$ cat config.mk
export PLATFORM = sky130hd
export DESIGN_NAME = exec_sequencer
export DESIGN_NICKNAME = d
export VERILOG_FILES = /design/src/rtl/exec_sequencer.sv
export SDC_FILE = /design/constraint.sdc
export NUM_CORES = 1
export LEC_CHECK = 0
export BUFFER_PORTS_ARGS = -buffer_cell sky130_fd_sc_hd__buf_2
export CORE_UTILIZATION = 40
export DETAILED_ROUTE_END_ITERATION = 7
export MAX_ROUTING_LAYER = met4
export SYNTH_ARGS = -nofsm -noshare
export SYNTH_HDL_FRONTEND = slang
export SYNTH_SLANG_ARGS = --single-unit
$ cat constraint.sdc
create_clock -name CLK -period 3.1 [get_ports CLK]
set_input_delay 0.465 -clock CLK [delete_from_list [all_inputs] [get_ports CLK]]
set_output_delay 0.465 -clock CLK [all_outputs]
set_load 0.02 [all_outputs]
$ cat src/rtl/exec_sequencer.sv
// Execute stage of the 8-bit accumulator CPU: operand read, ALU, store, branch/halt.
// Optional retired-instruction counter is built only when RETIRE_CNT_EN is defined.
module exec_sequencer #(
  parameter int DATA_W = 8,
  parameter int ADDR_W = 4
) (
  input  logic              CLK,
  input  logic              RST,
  input  logic              dec_valid,
  output logic              dec_ready,
  input  logic [2:0]        dec_opcode,
  input  logic              dec_i,
  input  logic [ADDR_W-1:0] dec_addr,
  output logic [ADDR_W-1:0] mem_addr,
  output logic [DATA_W-1:0] mem_wdata,
  output logic              mem_write,
  input  logic [DATA_W-1:0] mem_rdata,
  output logic              pc_load,
  output logic [ADDR_W-1:0] pc_value,
  output logic [DATA_W-1:0] ac,
  output logic              e_flag,
  output logic              z_flag,
  output logic              halted,
  output logic              busy,
  output logic [15:0]       retire_cnt
);

  localparam logic [2:0] OP_ADD = 3'b000;
  localparam logic [2:0] OP_SUB = 3'b001;
  localparam logic [2:0] OP_XOR = 3'b010;
  localparam logic [2:0] OP_SHL = 3'b011;
  localparam logic [2:0] OP_LDA = 3'b100;
  localparam logic [2:0] OP_STA = 3'b101;
  localparam logic [2:0] OP_CMA = 3'b110;
  localparam logic [2:0] OP_BUN = 3'b111;

  typedef enum logic [2:0] {S_IDLE, S_RD, S_EX, S_WR, S_BR, S_HALT} state_t;

  state_t              state_reg, state_next;
  logic [2:0]          opcode_reg;
  logic [ADDR_W-1:0]   addr_reg;
  logic [DATA_W-1:0]   ac_reg, ac_next;
  logic                e_reg, e_next;
  logic                accept;
  logic [DATA_W:0]     add_sum, sub_sum, shl_sum;

  assign accept = (state_reg == S_IDLE) && dec_valid;

  // State register plus AC/E and the latched instruction fields.
  always_ff @(posedge CLK) begin
    if (RST) begin
      state_reg  <= S_IDLE;
      ac_reg     <= '0;
      e_reg      <= 1'b0;
      opcode_reg <= '0;
      addr_reg   <= '0;
    end else begin
      state_reg <= state_next;
      ac_reg    <= ac_next;
      e_reg     <= e_next;
      if (accept) begin
        opcode_reg <= dec_opcode;
        addr_reg   <= dec_addr;
      end
    end
  end

  // Next-state logic.
  always_comb begin
    state_next = state_reg;
    case (state_reg)
      S_IDLE: begin
        if (dec_valid) begin
          case (dec_opcode)
            OP_ADD, OP_SUB, OP_XOR, OP_LDA: state_next = S_RD;
            OP_SHL, OP_CMA:                 state_next = S_EX;
            OP_STA:                         state_next = S_WR;
            OP_BUN:                         state_next = dec_i ? S_HALT : S_BR;
            default:                        state_next = S_IDLE;
          endcase
        end
      end
      S_RD:    state_next = S_EX;
      S_EX:    state_next = S_IDLE;
      S_WR:    state_next = S_IDLE;
      S_BR:    state_next = S_IDLE;
      S_HALT:  state_next = S_HALT;
      default: state_next = S_IDLE;
    endcase
  end

  // SUB is AC + ~DR + 1, so the carry out means "no borrow".
  assign add_sum = {1'b0, ac_reg} + {1'b0, mem_rdata};
  assign sub_sum = {1'b0, ac_reg} + {1'b0, ~mem_rdata} + {{DATA_W{1'b0}}, 1'b1};
  assign shl_sum = {1'b0, ac_reg} + {1'b0, ac_reg};

  always_comb begin
    ac_next = ac_reg;
    e_next  = e_reg;
    if (state_reg == S_EX) begin
      case (opcode_reg)
        OP_ADD:  {e_next, ac_next} = add_sum;
        OP_SUB:  {e_next, ac_next} = sub_sum;
        OP_XOR:  ac_next = ac_reg ^ mem_rdata;
        OP_SHL:  {e_next, ac_next} = shl_sum;
        OP_LDA:  ac_next = mem_rdata;
        OP_CMA:  ac_next = ~ac_reg;
        default: ac_next = ac_reg;
      endcase
    end
  end

  // Output logic; strobes are gated by RST so a reset cycle never writes or branches.
  always_comb begin
    dec_ready = 1'b0;
    mem_write = 1'b0;
    pc_load   = 1'b0;
    halted    = 1'b0;
    busy      = 1'b1;
    case (state_reg)
      S_IDLE: begin
        dec_ready = !RST;
        busy      = 1'b0;
      end
      S_WR:   mem_write = !RST;
      S_BR:   pc_load   = !RST;
      S_HALT: begin
        halted = 1'b1;
        busy   = 1'b0;
      end
      default: ;
    endcase
  end

  assign mem_addr  = addr_reg;
  assign mem_wdata = ac_reg;
  assign pc_value  = addr_reg;
  assign ac        = ac_reg;
  assign e_flag    = e_reg;
  assign z_flag    = (ac_reg == '0);

`ifdef RETIRE_CNT_EN
  logic        retire_evt;
  logic [15:0] retire_cnt_reg;

  assign retire_evt = ((state_next == S_IDLE) &&
                       ((state_reg == S_EX) || (state_reg == S_WR) || (state_reg == S_BR))) ||
                      ((state_reg == S_IDLE) && (state_next == S_HALT));

  always_ff @(posedge CLK) begin
    if (RST) begin
      retire_cnt_reg <= '0;
    end else if (retire_evt && (retire_cnt_reg != 16'hFFFF)) begin
      retire_cnt_reg <= retire_cnt_reg + 16'd1;
    end
  end

  assign retire_cnt = retire_cnt_reg;
`else
  assign retire_cnt = 16'h0000;
`endif

endmodule

==> impl_results.rst, run 1 <==
.. list-table::
   :header-rows: 1

   * - Metric
     - Value
   * - TritonCTS clock tree
     - yes
   * - Net Switching
     - 392.1 uW
   * - Cells after Synth
     - 292
   * - Max capacitance violation total
     - 0
   * - Number of library cell types mapped by synthesis
     - 58
   * - Number of failing hold endpoints at the final stage
     - 0
   * - FILL cells
     - 562
   * - Non-filler cells in the finished layout
     - 388
   * - GR Overflow Total
     - 0
   * - Hold bufs inserted after CTS
     - 0
   * - Final RePlAce weighted congestion
     - 0.8879
   * - First-pass GRT wire length
     - 8.845 mm
   * - Postcts setup bufs
     - 0
   * - Number of design-rule violations left by the first detailed-router iteration
     - 127
   * - Crit path kind
     - flop to flop
   * - Proportion of power drawn by combinational gates
     - 45.7%
   * - Area of placed instances
     - 2317 sq um
   * - Status
     - finished clean
   * - Largest family of logic cells by synthesized area
     - compound AO/OA/AOI/OAI gates
   * - Core area
     - 5205 sq um
   * - R2R Path End
     - ac[7]
   * - Setup clock skew after layout
     - 0.001982 ns
   * - Synth async-reset ratio
     - 0%
   * - Starting Density
     - 42.40%
   * - Die footprint
     - 5819 sq um
   * - Yosys Warn Count
     - 0
   * - Met1 usage
     - 24.69%
   * - Port Buffers
     - 49
   * - Tot Pwr
     - 909.2 uW
   * - GRT met2 Usage
     - 31.08%
   * - Adder-cell area share of the yosys netlist
     - 11.45%
   * - Most area-consuming cells after synthesis
     - dfxtp_1 17%, buf_4 10%, ha_1 9.6%, a21oi_1 5.4%, nor2_1 5.1%
   * - Data arrival time of the critical path
     - 2.42 ns
   * - Depth of the most critical reg-to-reg path
     - 7
   * - Boundary Pins
     - 66
   * - Crit path time final
     - 2.245 ns
   * - Data required time at the worst endpoint
     - 3.28 ns
   * - Layout overhead on the synthesized area
     - 7.200%
   * - Combined flip-flop and latch cell area
     - 380.4 sq um
   * - Routed Wire Length
     - 5.347 mm
   * - Internal power
     - 517.1 uW
   * - Standard-cell row count
     - 26
   * - TritonRoute pass-1 iters
     - 5
   * - Total track usage
     - 19.05%
   * - Reg clk slew, reported paths
     - 0.08 ns
   * - Number of synthesized flops with an enable pin
     - 0
   * - Hold_ws
     - 0.4342 ns
   * - Number of max-slew violations in the final report
     - 0
   * - Leading cell types in the layout, fill and taps excluded
     - 49 x buf_2, 30 x nor2_1, 24 x a21oi_1
   * - Die Y
     - 76.28 um
   * - Crit path capture type
     - flop
   * - Accumulated negative setup slack
     - 0 ns
   * - Number of global-route vias before repair
     - 1827
   * - Mapped Avg Cell Area
     - 7.559 sq um
   * - CP Max Fanout
     - 10
   * - Most area-hungry cell type in the Yosys netlist
     - dfxtp_1
   * - Proportion of synthesized area in mux cells
     - 4.195%
   * - Root Buffer
     - clkbuf_8
   * - Sequential fraction of the synthesis area
     - 17.23%
   * - Path category of the worst min-delay check
     - input pin to flop
   * - Number of clock sinks
     - 19
   * - Top Usage Layer GRT
     - met2
   * - RR Startpoint
     - ac[1]
   * - Share of the synthesized area in compound gates (AO/OA/AOI/OAI)
     - 25.00%
   * - Combined area of the multi-input logic cells
     - 1529 sq um
   * - Commonest non-fill, non-tap cell in the layout
     - buf_2
   * - Vias per Instance
     - 5.281
   * - Clock latency on the worst-skew pair
     - 0.26 ns
   * - Count of H-tree levels built during CTS
     - 1
   * - Ys flop type
     - dfxtp_1
   * - End point of the critical path
     - ac[7]
   * - Synth Area in XOR/XNOR
     - 3.571%
   * - N_diodes
     - 0
   * - Post-synth top area share
     - 17.23%
   * - Worst relative slew slack
     - 45.20%
   * - Start point of the critical path
     - ac[1]
   * - Max Freq
     - 0.4455 GHz
   * - Total of endpoints with negative setup slack in the final report
     - 0
   * - Max clock buf depth
     - 2
   * - Number of nets in the layout
     - 357
   * - R2r setup slk
     - 0.86 ns
   * - PD cells
     - 384.3 nW/um^2
   * - Post-route clock period utilization
     - 72.42%
   * - Total number of vias
     - 2049
   * - Synthesized-area fraction occupied by and/or/nand/nor cells
     - 22.34%
   * - Largest net degree at the start of global routing
     - 26
   * - Unrepaired setup endpoints after global routing
     - no
   * - Met3 Resource Use GR
     - 3.234%
   * - Register share of total power
     - 34.1%
   * - Antenna violation net count after detailed routing
     - 0
   * - Proportion of layout cells with a drive suffix above 1
     - 21.07%
   * - Die extent in x
     - 76.28 um
   * - Post-Layout Inst Area
     - 2366 sq um
   * - Switching Share
     - 43.13%
   * - Routed wire length per instance
     - 13.78 um
   * - DP HPWL
     - 4.047 mm
   * - Slew at the pin closest to its max-slew limit
     - 0.8209 ns
   * - Maximum vdd ir drop
     - 0.1921 mV
   * - Placed Cells
     - 384
   * - Initial antenna violation count
     - 0
   * - Clk pwr share
     - 20.2%
   * - DRC viols
     - 0
   * - Number of flip-flops under the largest register name
     - 8
   * - Number of gates given a new drive strength after cts
     - 0
   * - Leakage power
     - 1.101 nW
   * - Category of the worst setup path launch point
     - flop
   * - Flop and latch count out of synthesis
     - 19
   * - Post-synthesis instance area
     - 2207 sq um
   * - TritonCTS Buffers
     - 3
how the worst min path moves through the flow:
stage            startpoint           end  slack (ns)  cells after the start
3_5_place_dp    mem_addr[1]   mem_addr[1]        0.50                      2
5_1_grt         dec_addr[3]   mem_addr[3]        0.43                      3
4_1_cts         dec_addr[2]   mem_addr[2]        0.43                      3
6_report        dec_addr[2]   mem_addr[2]        0.43                      3
3_3_place_gp    mem_addr[1]   mem_addr[1]        0.49                      2
2_1_floorplan  state_reg[1]  state_reg[1]        0.52                      2
worst max-delay path: stages, from the launching register on:
cell,delay [ns]
dfxtp_1,0.61
ha_1,0.35
nor2b_1,0.17
o31ai_4,0.28
a2111oi_4,0.13
o21ai_0,0.30
nand3b_4,0.10
a221oi_2,0.21
layer usage:
layer | vias up | wire length, um
met3 | 4 | 360
met1 | 938 | 2423
li1 | 1029 | -
met5 | - | 0
met2 | 78 | 2534
met4 | 0 | 28
cell type report:
cell class | count | share of cell area [%]
clock buffers | 3 | 1.745
clock inverters | 1 | 0.3173
inverters | 16 | 2.538
multi-input cells | 228 | 64.62
flip-flops and latches | 19 | 16.08
well taps | 70 | 3.702
repair buffers | 51 | 11.00
power by group through the flow:
stage / Sequential, mW / Clock (mW) / Combinational (mW)
finish: 0.310 / 0.184 / 0.415
global route: 0.316 / 0.206 / 0.455
CTS: 0.310 / 0.190 / 0.414
detailed placement: 0.315 / 0 / 0.411
global placement: 0.315 / 0 / 0.410
floorplan: 0.309 / 0 / 0.343
Yosys cell counts, drive strengths merged (2+ instances only):
cell type	instances
buf	39
nor2	30
a21oi	25
nand2	21
dfxtp	19
ha	17
o21ai	17
inv	16
nor3	10
mux2i	7
nand2b	7
o22ai	7
nand3	6
a211oi	5
clkbuf	5
nand3b	5
xor2	5
xnor2	4
a21o	3
a221oi	3
nor2b	3
nor3b	3
o21bai	3
a31oi	2
fa	2
mux2	2
o31ai	2
or2	2
or3b	2
or4	2
per-stage QoR:
stage	utilization, %	setup WS (ns)
after CTS	45.46	0.8580
after detailed placement	44.52	0.8002
after global routing	45.46	0.7242
after floorplan	-	1.016
after global placement	44.52	0.8286
final	45.46	0.8551
cell families after synthesis:
family,Yosys count
and+or+nand+nor,96
adders and majority gates,19
DFF,19
buffers and inverters,60
other,1
xor gates and xnor gates,9
AOI/OAI and AO/OA,79
muxes,9
Note: power is estimated with default switching activity, not from simulation.
==> inputs of run 2 (changes only) <==
clock period = 2.3 ns   (was 3.1 ns; I/O delays follow)
==> run 2 against run 1 <==
Effect of this change:
- critical path depth unchanged
- via count increased by 3.2%
- wire length up 4.7%
- global-route usage grew 0.74 points
- combinational power increased by 48%
- sequential power increased by 29%
- clock power is 35% higher
- sequential cell count is the same
- first-iteration DRC count is 38% higher
- register-to-register slack worse by 0.64 ns
- final area grew 4.1%
- worst setup slack worse by 0.64 ns
- largest power group unchanged
- highest routed layer unchanged
==> impl_results.rst, run 2 (synthesis results as in run 1) <==
.. list-table::
   :header-rows: 1

   * - Metric
     - Value
   * - Proportion of layout cells with a drive suffix above 1
     - 24.17%
   * - Max Freq
     - 0.4789 GHz
   * - Switching Share
     - 42.64%
   * - Proportion of power drawn by combinational gates
     - 48.7%
   * - TritonCTS clock tree
     - yes
   * - Number of max-slew violations in the final report
     - 0
   * - Data required time at the worst endpoint
     - 2.49 ns
   * - Initial antenna violation count
     - 0
   * - Leakage power
     - 1.167 nW
   * - Max clock buf depth
     - 2
   * - Setup clock skew after layout
     - 0.004707 ns
   * - Reg clk slew, reported paths
     - 0.08 ns
   * - Starting Density
     - 42.40%
   * - Path category of the worst min-delay check
     - input pin to flop
   * - N_diodes
     - 0
   * - Die footprint
     - 5819 sq um
   * - Number of gates given a new drive strength after cts
     - 0
   * - CP Max Fanout
     - 6
   * - Total number of vias
     - 2115
   * - Crit path kind
     - flop to flop
   * - Number of global-route vias before repair
     - 1873
   * - Max capacitance violation total
     - 0
   * - TritonCTS Buffers
     - 3
   * - Routed Wire Length
     - 5.598 mm
   * - Number of failing hold endpoints at the final stage
     - 0
   * - Die Y
     - 76.28 um
   * - Vias per Instance
     - 5.274
   * - Postcts setup bufs
     - 0
   * - Largest net degree at the start of global routing
     - 23
   * - Clk pwr share
     - 19.7%
   * - TritonRoute pass-1 iters
     - 7
   * - Slew at the pin closest to its max-slew limit
     - 0.5706 ns
   * - First-pass GRT wire length
     - 9.101 mm
   * - Hold_ws
     - 0.3146 ns
   * - Commonest non-fill, non-tap cell in the layout
     - buf_2
   * - Clock latency on the worst-skew pair
     - 0.26 ns
   * - Crit path time final
     - 2.088 ns
   * - Post-route clock period utilization
     - 90.80%
   * - Final RePlAce weighted congestion
     - 0.9058
   * - GR Overflow Total
     - 0
   * - Root Buffer
     - clkbuf_8
   * - DP HPWL
     - 4.303 mm
   * - PD cells
     - 513.0 nW/um^2
   * - Number of nets in the layout
     - 370
   * - Total of endpoints with negative setup slack in the final report
     - 0
   * - Data arrival time of the critical path
     - 2.27 ns
   * - Standard-cell row count
     - 26
   * - Combined flip-flop and latch cell area
     - 380.4 sq um
   * - Net Switching
     - 538.9 uW
   * - Worst relative slew slack
     - 61.91%
   * - Routed wire length per instance
     - 13.96 um
   * - Count of H-tree levels built during CTS
     - 1
   * - Accumulated negative setup slack
     - 0 ns
   * - Maximum vdd ir drop
     - 0.4362 mV
   * - Antenna violation net count after detailed routing
     - 0
   * - Category of the worst setup path launch point
     - flop
   * - Core area
     - 5205 sq um
   * - Boundary Pins
     - 66
   * - Hold bufs inserted after CTS
     - 0
   * - Layout overhead on the synthesized area
     - 11.62%
   * - Status
     - finished clean
   * - DRC viols
     - 0
   * - Internal power
     - 725.0 uW
   * - Register share of total power
     - 31.6%
   * - Crit path capture type
     - flop
   * - Die extent in x
     - 76.28 um
   * - Unrepaired setup endpoints after global routing
     - no
   * - Number of clock sinks
     - 19
   * - Number of flip-flops under the largest register name
     - 8
   * - FILL cells
     - 556
   * - Number of design-rule violations left by the first detailed-router iteration
     - 175
   * - Combined area of the multi-input logic cells
     - 1529 sq um
   * - Leading cell types in the layout, fill and taps excluded
     - 49 x buf_2, 30 x nor2_1, 24 x a21oi_1
   * - Total track usage
     - 19.80%
   * - Port Buffers
     - 49
==> run 2: cell count changes in the layout (fill, tap and decap cells not counted), sizes merged <==
cell,delta
buf,+13
==> run 2: path summary, 6_finish.rpt <==
kind	startpoint	to	slack (ns)	cells after the start
max	ac[1]	ac[7]	0.21	7
max reg2reg	ac[1]	ac[7]	0.21	7
min reg2reg	mem_addr[2]	mem_addr[2]	0.52	2
min	dec_addr[2]	mem_addr[2]	0.31	3
==> run 2: layer usage <==
layer | track usage [%] | share of wire (%) | up-vias
li1 | - | - | 1054
met1 | 26.37 | 44 | 958
met2 | 31.89 | 47 | 97
met3 | 3.353 | 7.8 | 6
met4 | 3.077 | 1.1 | 0
met5 | - | 0 | -
==> run 2: final cells by class <==
type	instances	share of cell area, %
Clock buffer	3	1.676
Tap cell	70	3.555
Multi-Input combinational cell	228	62.06
Sequential cell	19	15.44
Clock inverter	1	0.3047
Timing Repair Buffer	64	14.53
Inverter	16	2.438
==> run 2: power by group through the flow <==
stage / clock network, mW / registers, mW / logic [mW]
final: 0.249 / 0.399 / 0.616
after detailed placement: 0 / 0.405 / 0.613
after global routing: 0.267 / 0.404 / 0.671
after floorplan: 0 / 0.417 / 0.462
after global placement: 0 / 0.405 / 0.609
after CTS: 0.252 / 0.398 / 0.614
==> run 2: per-stage QoR <==
step | cell area, sq um | utilization (%) | worst slack, ns | instances | power, mW
final | 2464 | 47.33 | 0.2117 | 401 | 1.264
after global routing | 2464 | 47.33 | 0.04328 | 401 | 1.342
after CTS | 2464 | 47.33 | 0.1850 | 401 | 1.264
after detailed placement | 2415 | 46.39 | 0.09922 | 397 | 1.018
after global placement | 2415 | 46.39 | 0.1408 | 397 | 1.015
after floorplan | 2263 | - | 0.2159 | 307 | 0.8793
==> run 2: critical path, cell delays in order, from the launching register on <==
cell and delay, ns:
dfxtp_1 0.47, ha_1 0.30, nor2b_1 0.17, o31ai_4 0.29
a2111oi_4 0.13, o21ai_0 0.33, nand3b_4 0.11, a221oi_2 0.21
==> inputs of run 3 (changes only) <==
CORE_ASPECT_RATIO = 2   (was not set)
GPL_TIMING_DRIVEN = 0   (was not set)
==> run 3 against run 2 <==
Effect of this change:
- core utilization up 3.2 points
- highest routed layer unchanged
- critical endpoint unchanged
- sequential cell count stayed put
- maximum frequency decreased by 3.8%
- critical path depth is 1 higher
- register-to-register slack worse by 0.08 ns
- first-iteration DRC count down 69%
- clock power decreased by 4%
- die area up 0.31%
- global-route usage increased by 2.5 points
- non-clock buffer count rose by 29
- clock-buffer cell count rose by 1
==> impl_results.rst, run 3 (synthesis results as in run 1) <==
.. list-table::
   :header-rows: 1

   * - Metric
     - Value
   * - Number of failing hold endpoints at the final stage
     - 0
   * - Routed Wire Length
     - 5.891 mm
   * - R2R Path End
     - ac[7]
   * - Number of global-route vias before repair
     - 2062
   * - Accumulated negative setup slack
     - 0 ns
   * - Max capacitance violation total
     - 0
   * - Postcts setup bufs
     - 0
   * - Port Buffers
     - 49
   * - Vias per Instance
     - 5.273
   * - Unrepaired setup endpoints after global routing
     - no
   * - Min-Delay Path Depth
     - 3
   * - Proportion of layout cells with a drive suffix above 1
     - 29.72%
   * - Internal power
     - 748.8 uW
   * - TritonCTS Buffers
     - 3
   * - Max Freq
     - 0.4605 GHz
   * - Crit path kind
     - flop to flop
   * - Initial antenna violation count
     - 0
   * - Proportion of power drawn by combinational gates
     - 50.3%
   * - PD cells
     - 486.1 nW/um^2
   * - Hold bufs inserted after CTS
     - 0
   * - Net Switching
     - 535.6 uW
   * - Routed wire length per instance
     - 14.09 um
   * - Number of clock sinks
     - 19
   * - Total number of vias
     - 2204
   * - DP HPWL
     - 4.753 mm
   * - Post-route clock period utilization
     - 94.42%
   * - Total of endpoints with negative setup slack in the final report
     - 0
   * - Layout overhead on the synthesized area
     - 19.73%
   * - Die footprint
     - 5837 sq um
   * - Clock latency on the worst-skew pair
     - 0.26 ns
   * - Final RePlAce weighted congestion
     - 0.8938
   * - Reg clk slew, reported paths
     - 0.08 ns
   * - Largest net degree at the start of global routing
     - 11
   * - Data required time at the worst endpoint
     - 2.42 ns
   * - Endpoint with the worst hold slack
     - mem_addr[2]
   * - Standard-cell row count
     - 37
   * - Category of the worst setup path launch point
     - flop
   * - Count of H-tree levels built during CTS
     - 1
   * - Number of nets in the layout
     - 399
   * - TritonCTS clock tree
     - yes
   * - Clk pwr share
     - 18.6%
   * - Number of flip-flops under the largest register name
     - 8
   * - Status
     - finished clean
   * - Startpoint of the worst hold path
     - dec_addr[2]
   * - Switching Share
     - 41.70%
   * - First-pass GRT wire length
     - 9.377 mm
   * - R2r setup slk
     - 0.13 ns
   * - Setup clock skew after layout
     - 0.006788 ns
   * - Leakage power
     - 1.304 nW
   * - Starting Density
     - 42.19%
   * - Commonest non-fill, non-tap cell in the layout
     - buf_2
   * - Total track usage
     - 22.33%
   * - Worst slack at placement
     - 0.04494 ns
   * - RR Startpoint
     - ac[2]
   * - GR Overflow Total
     - 0
   * - Root Buffer
     - clkbuf_8
   * - Number of design-rule violations left by the first detailed-router iteration
     - 54
   * - Die Y
     - 107.1 um
   * - Worst relative slew slack
     - 59.56%
   * - Maximum vdd ir drop
     - 0.4237 mV
   * - Crit path capture type
     - flop
   * - Antenna violation net count after detailed routing
     - 0
   * - N_diodes
     - 0
   * - TritonRoute pass-1 iters
     - 4
   * - Crit path time final
     - 2.172 ns
   * - Die extent in x
     - 54.53 um
   * - Slew at the pin closest to its max-slew limit
     - 0.6066 ns
   * - Max clock buf depth
     - 2
   * - Path category of the worst min-delay check
     - input pin to flop
   * - Leading cell types in the layout, fill and taps excluded
     - 56 x buf_2, 30 x buf_4, 30 x nor2_1
   * - Depth of the most critical reg-to-reg path
     - 8
   * - Final critical-path setup slack
     - 0.1283 ns
   * - DRC viols
     - 0
   * - Core area
     - 5231 sq um
   * - Boundary Pins
     - 66
   * - Number of max-slew violations in the final report
     - 0
   * - Register share of total power
     - 31.0%
   * - Data arrival time of the critical path
     - 2.29 ns
   * - CP Max Fanout
     - 10
## run 3: repair_timing
item                                   4_1_cts  5_1_grt
resized for setup                            0        5
setup endpoints to repair                    0        5
endpoints found under the hold margin        0        0
## run 3: worst max path at each step
stage	endpoint	cells after the start	from
after floorplan	ac[7]	7	ac[1]
after global placement	e_flag	10	ac[0]
after detailed placement	ac[7]	7	ac[1]
after CTS	ac[7]	7	ac[1]
after global routing	ac[4]	10	ac[0]
final	ac[7]	8	ac[2]
## run 3: cell type report
type	instances	area [sq um]
Buffer	44	294.0
Clock buffer	4	45.04
Fill cell	552	2589
Inverter	16	60.06
Multi-Input combinational cell	228	1543
Sequential cell	19	382.9
Tap cell	58	72.57
Timing Repair Buffer	49	245.2
## run 3: power groups by stage
| stage | clock network, mW | registers, mW | logic (mW) |
|---|---|---|---|
| 2_1_floorplan | 0 | 0.417 | 0.462 |
| 6_report | 0.239 | 0.399 | 0.646 |
| 4_1_cts | 0.247 | 0.397 | 0.642 |
| 5_1_grt | 0.260 | 0.404 | 0.712 |
| 3_5_place_dp | 0 | 0.405 | 0.638 |
| 3_3_place_gp | 0 | 0.404 | 0.635 |
## run 3: through the flow
stage	cells	util, %	hold WS (ns)	area, sq um	power, mW
2_1_floorplan	307	-	0.4837	2263	0.8793
3_3_place_gp	414	49.34	0.4998	2581	1.040
3_5_place_dp	414	49.34	0.5197	2581	1.043
4_1_cts	418	50.20	0.3222	2626	1.286
5_1_grt	418	50.51	0.3368	2643	1.376
6_report	418	50.51	0.3214	2643	1.284
## run 3: per-layer routing
metal	up-vias	GRT usage, %	share of wire [%]
met4	0	10.44	2.7
met2	62	38.50	55
met5	-	-	0
met1	1013	24.57	39
li1	1114	-	-
met3	15	1.560	3.1
## run 3: critical path, stage by stage (launching register included)
cell	delay (ns)
dfxtp_1	0.51
ha_1	0.31
buf_6	0.15
nor3_1	0.19
o21ai_1	0.14
a31oi_1	0.24
xnor2_1	0.09
a211oi_1	0.32
a221oi_2	0.09
